File: src/rtl/lfsr_pkg.sv
// -----------------------------------------------------------------------------
// lfsr_pkg
// Shared constants and helpers for the Fibonacci LFSR family.
//   - Legal width range and the two commonly used maximal-length tap masks.
//   - lfsr_max_taps(): recommended maximal-length feedback mask for 3..32 bits.
//     Bit k set means state bit k feeds the XOR; bit WIDTH-1 is always set.
//   - lfsr_taps_ok(): true when the mask includes the top state bit, which is
//     what keeps a non-zero state from ever shifting into all-zero.
// -----------------------------------------------------------------------------
package lfsr_pkg;

  localparam int LFSR_MIN_WIDTH = 3;
  localparam int LFSR_MAX_WIDTH = 32;

  localparam logic [7:0]  LFSR_TAPS_8  = 8'hB8;
  localparam logic [15:0] LFSR_TAPS_16 = 16'hB400;

  function automatic logic [31:0] lfsr_max_taps(input int width);
    logic [31:0] taps;
    taps = 32'h0;
    case (width)
      3:  taps = 32'h0000_0006;
      4:  taps = 32'h0000_000C;
      5:  taps = 32'h0000_0014;
      6:  taps = 32'h0000_0030;
      7:  taps = 32'h0000_0060;
      8:  taps = 32'h0000_00B8;
      9:  taps = 32'h0000_0110;
      10: taps = 32'h0000_0240;
      11: taps = 32'h0000_0500;
      12: taps = 32'h0000_0E08;
      13: taps = 32'h0000_1C80;
      14: taps = 32'h0000_3802;
      15: taps = 32'h0000_6000;
      16: taps = 32'h0000_B400;
      17: taps = 32'h0001_2000;
      18: taps = 32'h0002_0400;
      19: taps = 32'h0007_2000;
      20: taps = 32'h0009_0000;
      21: taps = 32'h0014_0000;
      22: taps = 32'h0030_0000;
      23: taps = 32'h0042_0000;
      24: taps = 32'h00E1_0000;
      25: taps = 32'h0120_0000;
      26: taps = 32'h0200_0023;
      27: taps = 32'h0400_0013;
      28: taps = 32'h0900_0000;
      29: taps = 32'h1400_0000;
      30: taps = 32'h2000_0029;
      31: taps = 32'h4800_0000;
      32: taps = 32'h8020_0003;
      default: taps = 32'h0;
    endcase
    return taps;
  endfunction

  function automatic bit lfsr_taps_ok(input int width, input logic [31:0] taps);
    if (width < LFSR_MIN_WIDTH || width > LFSR_MAX_WIDTH) return 1'b0;
    return taps[width-1] == 1'b1;
  endfunction

endpackage

File: src/rtl/lfsr_shift1.sv
// -----------------------------------------------------------------------------
// lfsr_shift1
// One combinational Fibonacci LFSR shift. The state moves toward the MSB and
// the XOR of the tapped bits enters bit 0.
// Ports:
//   state : WIDTH-bit current state
//   next  : WIDTH-bit state after one shift
// -----------------------------------------------------------------------------
module lfsr_shift1 #(
  parameter int               WIDTH = 8,
  parameter logic [WIDTH-1:0] TAPS  = 8'hB8
) (
  input  logic [WIDTH-1:0] state,
  output logic [WIDTH-1:0] next
);

  logic fb;

  assign fb   = ^(state & TAPS);
  assign next = {state[WIDTH-2:0], fb};

endmodule

File: src/rtl/lfsr_fib.sv
// -----------------------------------------------------------------------------
// lfsr_fib
// Parametrised Fibonacci LFSR advancing STEP shifts per enabled cycle, with
// runtime seed load, zero-seed lock-up protection and a wrap strobe.
// Per-cycle priority: RESET > LOAD > CE > hold.
// Ports:
//   CLK    : clock, all state changes on the rising edge
//   RESET  : synchronous active-high reset, state returns to SEED
//   CE     : advance enable
//   LOAD   : load SEED_I this cycle (CE ignored)
//   SEED_I : runtime seed; zero is rejected and SEED is loaded instead
//   O      : registered current state
//   WRAP   : one-cycle strobe, an advance has just landed on SEED
//   LOCKUP : one-cycle strobe, a zero seed was rejected
// WRAP and LOCKUP are registered on the same edge as O, so they describe the
// value O currently shows.
// -----------------------------------------------------------------------------
module lfsr_fib
  import lfsr_pkg::*;
#(
  parameter int               WIDTH = 8,
  parameter logic [WIDTH-1:0] TAPS  = 8'hB8,
  parameter logic [WIDTH-1:0] SEED  = 8'h01,
  parameter int               STEP  = 1
) (
  input  logic             CLK,
  input  logic             RESET,
  input  logic             CE,
  input  logic             LOAD,
  input  logic [WIDTH-1:0] SEED_I,
  output logic [WIDTH-1:0] O,
  output logic             WRAP,
  output logic             LOCKUP
);

  // Elaboration-time parameter checks.
  if (WIDTH < LFSR_MIN_WIDTH || WIDTH > LFSR_MAX_WIDTH) begin : g_bad_width
    $error("lfsr_fib: WIDTH must be in 3..32");
  end
  if (STEP < 1 || STEP > WIDTH) begin : g_bad_step
    $error("lfsr_fib: STEP must be in 1..WIDTH");
  end
  if (!lfsr_taps_ok(WIDTH, 32'(TAPS))) begin : g_bad_taps
    $error("lfsr_fib: TAPS must include bit WIDTH-1");
  end
  if (SEED == '0) begin : g_bad_seed
    $error("lfsr_fib: SEED must be non-zero");
  end

  logic [WIDTH-1:0] state_q;
  logic             wrap_q;
  logic             lockup_q;
  logic [WIDTH-1:0] chain [0:STEP];
  logic [WIDTH-1:0] advanced;

  // STEP single shifts chained back to back; chain[STEP] is the advanced state.
  assign chain[0] = state_q;
  for (genvar i = 0; i < STEP; i++) begin : g_step
    lfsr_shift1 #(
      .WIDTH (WIDTH),
      .TAPS  (TAPS)
    ) u_shift (
      .state (chain[i]),
      .next  (chain[i+1])
    );
  end
  assign advanced = chain[STEP];

  always_ff @(posedge CLK) begin
    if (RESET) begin
      state_q  <= SEED;
      wrap_q   <= 1'b0;
      lockup_q <= 1'b0;
    end else if (LOAD) begin
      wrap_q <= 1'b0;
      if (SEED_I != '0) begin
        state_q  <= SEED_I;
        lockup_q <= 1'b0;
      end else begin
        // All-zero would be a dead state; fall back to SEED and flag it.
        state_q  <= SEED;
        lockup_q <= 1'b1;
      end
    end else if (CE) begin
      state_q  <= advanced;
      wrap_q   <= (advanced == SEED);
      lockup_q <= 1'b0;
    end else begin
      wrap_q   <= 1'b0;
      lockup_q <= 1'b0;
    end
  end

  assign O      = state_q;
  assign WRAP   = wrap_q;
  assign LOCKUP = lockup_q;

endmodule

File: config.mk
export PLATFORM = sky130hd
export DESIGN_NAME = lfsr_fib
export DESIGN_NICKNAME = d
export VERILOG_FILES = /design/src/rtl/lfsr_pkg.sv /design/src/rtl/lfsr_shift1.sv /design/src/rtl/lfsr_fib.sv
export SDC_FILE = /design/constraint.sdc
export NUM_CORES = 1
export LEC_CHECK = 0
export CELL_PAD_IN_SITES_DETAIL_PLACEMENT = 0
export CELL_PAD_IN_SITES_GLOBAL_PLACEMENT = 1
export CORE_ASPECT_RATIO = 1.2
export CORE_UTILIZATION = 31
export CTS_CLUSTER_DIAMETER = 200
export CTS_CLUSTER_SIZE = 8
export DETAILED_ROUTE_END_ITERATION = 8
export MAX_ROUTING_LAYER = met4
export PLACE_DENSITY = 0.78
export SYNTH_ARGS = -nofsm -noshare
export SYNTH_HDL_FRONTEND = slang
export SYNTH_SLANG_ARGS = --single-unit
File: constraint.sdc
create_clock -name CLK -period 1.6 [get_ports CLK]
set_clock_uncertainty 0.1 [all_clocks]
set_input_delay 0.32 -clock CLK [delete_from_list [all_inputs] [get_ports CLK]]
set_output_delay 0.32 -clock CLK [all_outputs]
set_load 0.01 [all_outputs]
=== Yosys cells after proc, flatten, opt, wreduce, memory -nomap -nowiden ===
Index checks and enable logic that the tools add are counted.

* Register bits: 10
* Bits of input ports: 12
* Output and inout port bits: 10
* Logic and storage cells: 15

* Equal/unequal tests: 1
* Multiplexer cells: 4
* Bitwise gates (word level): 2
* Reductions and logical operators: 5

{| class="wikitable"
|+ Operators by type and width
! operator !! number
|-
| $mux 8 || 3
|-
| $eq 8x1->1 const B || 1
|-
| $reduce_bool 8->1 || 1
|-
| $reduce_xor 8->1 || 1
|-
| $reduce_or 3->1 || 1
|-
| $not 1->1 || 2
|-
| $reduce_bool 2->1 || 1
|-
| $reduce_or 2->1 || 1
|-
| $mux 1 || 1
|}

=== Longest topological paths before layout ===
* Depth in word-level cells: 3
* Depth in mapped cells: 4
* Mapped depth without buffers: 3

=== By module ===
A second synthesis with hierarchy kept.

* Cell total of the unflattened synthesis: 59
* Area, all modules: 561.8 µm²

{| class="wikitable"
|+ By module, submodules not included
! module !! times used !! cells an instance !! area each (µm²) !! sequential area each (µm²)
|-
| lfsr_fib || 1 || 48 || 475.5 || 200.2
|-
| lfsr_shift1 || 1 || 11 || 86.3 || 0.0
|}

=== Worst setup path before layout ===
Ideal clock, no wire load.

* Path kind: in2reg
* From: input CE
* To: register state_q[2], in the netlist O[2]
* Setup time: 0.129 ns
* Arrival: 0.900 ns
* Required time: 1.371 ns
* Path slack: 0.471 ns
* Stages: 4
* Path buffers: 1
* Cells stage by stage: buf_6 > mux2_2 > mux2i_1 > nor2_1

* Longest elaborated chain between the ends: 1

{| class="wikitable"
|+ RTL lines
! element !! RTL line !! text
|-
| from (decl) || lfsr_fib.sv:28 || <nowiki>input logic CE,</nowiki>
|-
| $reduce_bool 2->1 (no source line) || -- ||
|-
| to (signal assigned) || lfsr_fib.sv:85 || <nowiki>state_q <= advanced;</nowiki>
|-
| to (decl) || lfsr_fib.sv:50 || <nowiki>logic [WIDTH-1:0] state_q;</nowiki>
|}

Every way passes these cells.
A chain may end at the register's enable or synchronous reset.

=== Worst setup path after layout ===
* From: register lockup_q, in the netlist LOCKUP
* To: output LOCKUP

{| class="wikitable"
|+ RTL lines
! element !! RTL line !! text
|-
| from (decl) || lfsr_fib.sv:52 || <nowiki>logic lockup_q;</nowiki>
|-
| from (signal assigned) || lfsr_fib.sv:73 || <nowiki>lockup_q <= 1'b0;</nowiki>
|-
| from (signal assigned) || lfsr_fib.sv:78 || <nowiki>lockup_q <= 1'b0;</nowiki>
|-
| from (signal assigned) || lfsr_fib.sv:82 || <nowiki>lockup_q <= 1'b1;</nowiki>
|-
| to (decl) || lfsr_fib.sv:33 || <nowiki>output logic LOCKUP</nowiki>
|}

No word-level cell between the ends.

==> results <==
-- power breakdown --
group	switching [mW]	internal, mW
clock	0.0838	0.0867
combinational	0.0542	0.0849
sequential	0.0164	0.265
-- through the flow --
step,setup TNS [ns],instance area [um^2],setup WS (ns)
2_1_floorplan,0,512,0.471
3_3_place_gp,-0.546,766,-0.0854
3_5_place_dp,-0.585,766,-0.0947
4_1_cts,0,781,0.0717
5_1_grt,0,781,0.0306
6_report,0,781,0.0853
-- cell usage in the layout (no fill, tap or decap), drive strengths merged, types with 2 or more instances in the layout --
cell / Yosys / routed
buf: 2 / 6
clkbuf: 1 / 3
clkdlybuf4s50: 0 / 13
dfxtp: 10 / 10
dlygate4sd2: 0 / 8
mux2: 6 / 6
mux2i: 6 / 6
nor2: 9 / 9
nor2b: 2 / 2
nor4: 2 / 2
o21ai: 2 / 2
xnor2: 2 / 2
-- flip-flops by register name (all words and copies together), names as in the netlist --
name and count:
WRAP 1, LOCKUP 1, O 8
-- area by class of cell --
class	count	share of cell area
flip-flops and latches	10	0.260
repair buffers	27	0.314
inverters	1	0.00481
clock buffers	3	0.0288
well taps	17	0.0272
multi-input cells	38	0.365
-- cell families after synthesis --
logic type | Yosys count | synth area share
xor+xnor | 3 | 0.0514
simple gates | 19 | 0.203
compound gates | 4 | 0.0538
mux | 12 | 0.249
buf+inv | 4 | 0.0513
flops | 10 | 0.391
-- how the worst max path moves through the flow --
stage           start      to  cells past startpoint
3_3_place_gp       CE    O[4]                      5
5_1_grt        LOCKUP  LOCKUP                      1
3_5_place_dp       CE    O[3]                      5
2_1_floorplan      CE    O[2]                      4
4_1_cts        LOCKUP  LOCKUP                      1
6_report       LOCKUP  LOCKUP                      1
-- layer usage --
layer  wire length (um)  track usage  up-vias
met2                546        0.223       16
met1                545        0.181      205
met4                  0       0.0414        0
li1                   -            -      243
met5                  0            -        -
met3                 78       0.0870        0
-- repair_timing --
action | CTS | global route
gates resized for setup | 10 | 0
buffers inserted | 0 | 0
setup endpoints to repair | 8 | 0
hold buffers | 0 | 0
==> reports/qor.log <==
INFO  run_status     status=finished clean
INFO  sta            period_needed=1.51ns
INFO  worst_setup_path worst_path_max_delay_cell=sky130_fd_sc_hd__clkdlybuf4s50_1
INFO  worst_setup_path crit_buf_inv=1
INFO  die            die_area=1820um^2
INFO  clock_tree     clock_pin_slew_on_the_worst_setup_and_hold_paths=0.07ns
INFO  clock_tree     cts_tree=built
INFO  synth          netlist.area_leader.share=0.391
INFO  route          route.detailed.wl_per_inst=12.2um
INFO  pwr            p_leak=0.357nW
INFO  synth          synth_cells=52
INFO  die            site_rows=15
INFO  synth          yosysWarnings=0
INFO  place          dpl.hpwl=894um
INFO  worst_setup_path cpLargestDelayFamily=buffers and inverters
INFO  synth          ys_async_sr_fraction=0
INFO  synth          netlist_area=512um^2
INFO  worst_setup_path reg_to_reg_end=O[0]
INFO  layout         layout.core_utilization=0.527
INFO  sta            unrepaired_setup_endpoints_after_global_routing=false
INFO  die            io-pin-count=22
INFO  hold_path      count_of_cells_along_the_worst_hold_path=2
INFO  sta            worst_max_slew_pin_slew=0.244ns
INFO  route          ant_nets=0
INFO  synth          synth_seq_cells=10
INFO  synth          synthDominantAreaCellType=sky130_fd_sc_hd__dfxtp_1
INFO  global_route   grt-ovfl-total=0
INFO  hold_path      hold_crit_path_type=reg2reg
INFO  layout         final_cells=96
INFO  layout         layout.area.seq=203um^2
INFO  die            initial_core_util=0.345
INFO  layout         drive_gt1_frac=0.228
INFO  die            core_region_area=1480um^2
INFO  route          drt_total_wl=1170um
INFO  worst_setup_path worstReg2RegStart=O[0]
INFO  sta            maxSlewViolCount=0
INFO  sta            finalSetupViolations=0
INFO  sta            hold_viol_final=0
INFO  global_route   grt_use_total=0.154
INFO  sta            timing.slew.headroom=0.836
INFO  route          iter_0_drt_violations=5
INFO  die            dieHeight=46.5um
INFO  synth          postSynthAreaPerCell=9.84um^2
INFO  place          place_congestion=0.728
INFO  worst_setup_path cp_data_arrival_time=1.09ns
INFO  global_route   grt_first_pass_wirelength=1770um
INFO  clock_tree     cts_inserted_buffers=3
INFO  worst_setup_path start_kind=flop
INFO  hold_path      worst_hold_startpoint=O[4]
INFO  die            floorplan.die.width=39.1um
INFO  hold_path      timing.hold.worst_endpoint=WRAP
INFO  layout         fillCellCount=153
INFO  sta            hold_ws=0.529ns
INFO  synth          yosys.cell_count.top_type=sky130_fd_sc_hd__dfxtp_1
INFO  synth          synth_sequential_area_ratio=0.391
INFO  worst_setup_path timing.critical_path.required=1.18ns
INFO  job            cap_viol_max_count=0
INFO  worst_setup_path cp-end-kind=output port
INFO  synth          synth.net_count=64
INFO  layout         syn_to_final_growth=52.6%
INFO  route          average_via_count_per_standard_cell=4.83
INFO  layout         multi_input_gate_area=285um^2
INFO  global_route   grt_antenna_before_repair=0
INFO  place          port_buffers=21
INFO  pwr            post-layout-total-power=0.591mW
INFO  worst_setup_path r2r_cells=3
INFO  layout         antennaDiodeCount=0
INFO  pwr            ir_worst_vdd=0.000343V
INFO  synth          synthTopCellsByCount=sky130_fd_sc_hd__dfxtp_1 (10), sky130_fd_sc_hd__nor2_1 (9), sky130_fd_sc_hd__mux2_2 (6), sky130_fd_sc_hd__mux2i_1 (6)
INFO  route          detail_route.first_pass.iterations=4
INFO  route          post-route-drc-count=0
INFO  clock_tree     cts_buffer_depth=2
INFO  route          count_of_vias_placed_by_the_detailed_router=464
INFO  worst_setup_path cp_cell_sequence=clkdlybuf4s50_1
INFO  synth          synth_top_cells_by_area=sky130_fd_sc_hd__dfxtp_1 (39%), sky130_fd_sc_hd__mux2_2 (13%), sky130_fd_sc_hd__mux2i_1 (12%)
INFO  worst_setup_path critical_path.max_stage_delay=0.52ns
INFO  clock_tree     ctsHtreeMaxLevel=1
INFO  worst_setup_path reg2reg_setup_slack=0.55ns
INFO  clock_tree     clock-sinks=10
INFO  global_route   via_count_of_the_first_global_routing_pass=400
INFO  sta            finalCritPeriodShare=0.947
INFO  worst_setup_path criticalPathCategory=reg2out
INFO  layout         net_count_reported_at_finish=93
INFO  synth          synth-edff-count=0
INFO  synth          yosys.cell_types.count=21
INFO  synth          post_synth_top_flop=sky130_fd_sc_hd__dfxtp_1
INFO  pwr            power_per_cell_area=757nW/um^2
INFO  worst_setup_path critPathMaxFanout=1
INFO  clock_tree     insertion_delay=0.26ns
INFO  clock_tree     clk_root_buffer_cell=sky130_fd_sc_hd__clkbuf_4
INFO  global_route   grt_start_max_net_pins=12
INFO  place          numPlacedInstances=93
INFO  sta            max_clock_freq=0.660GHz
Note: power is estimated with default switching activity, not from simulation.
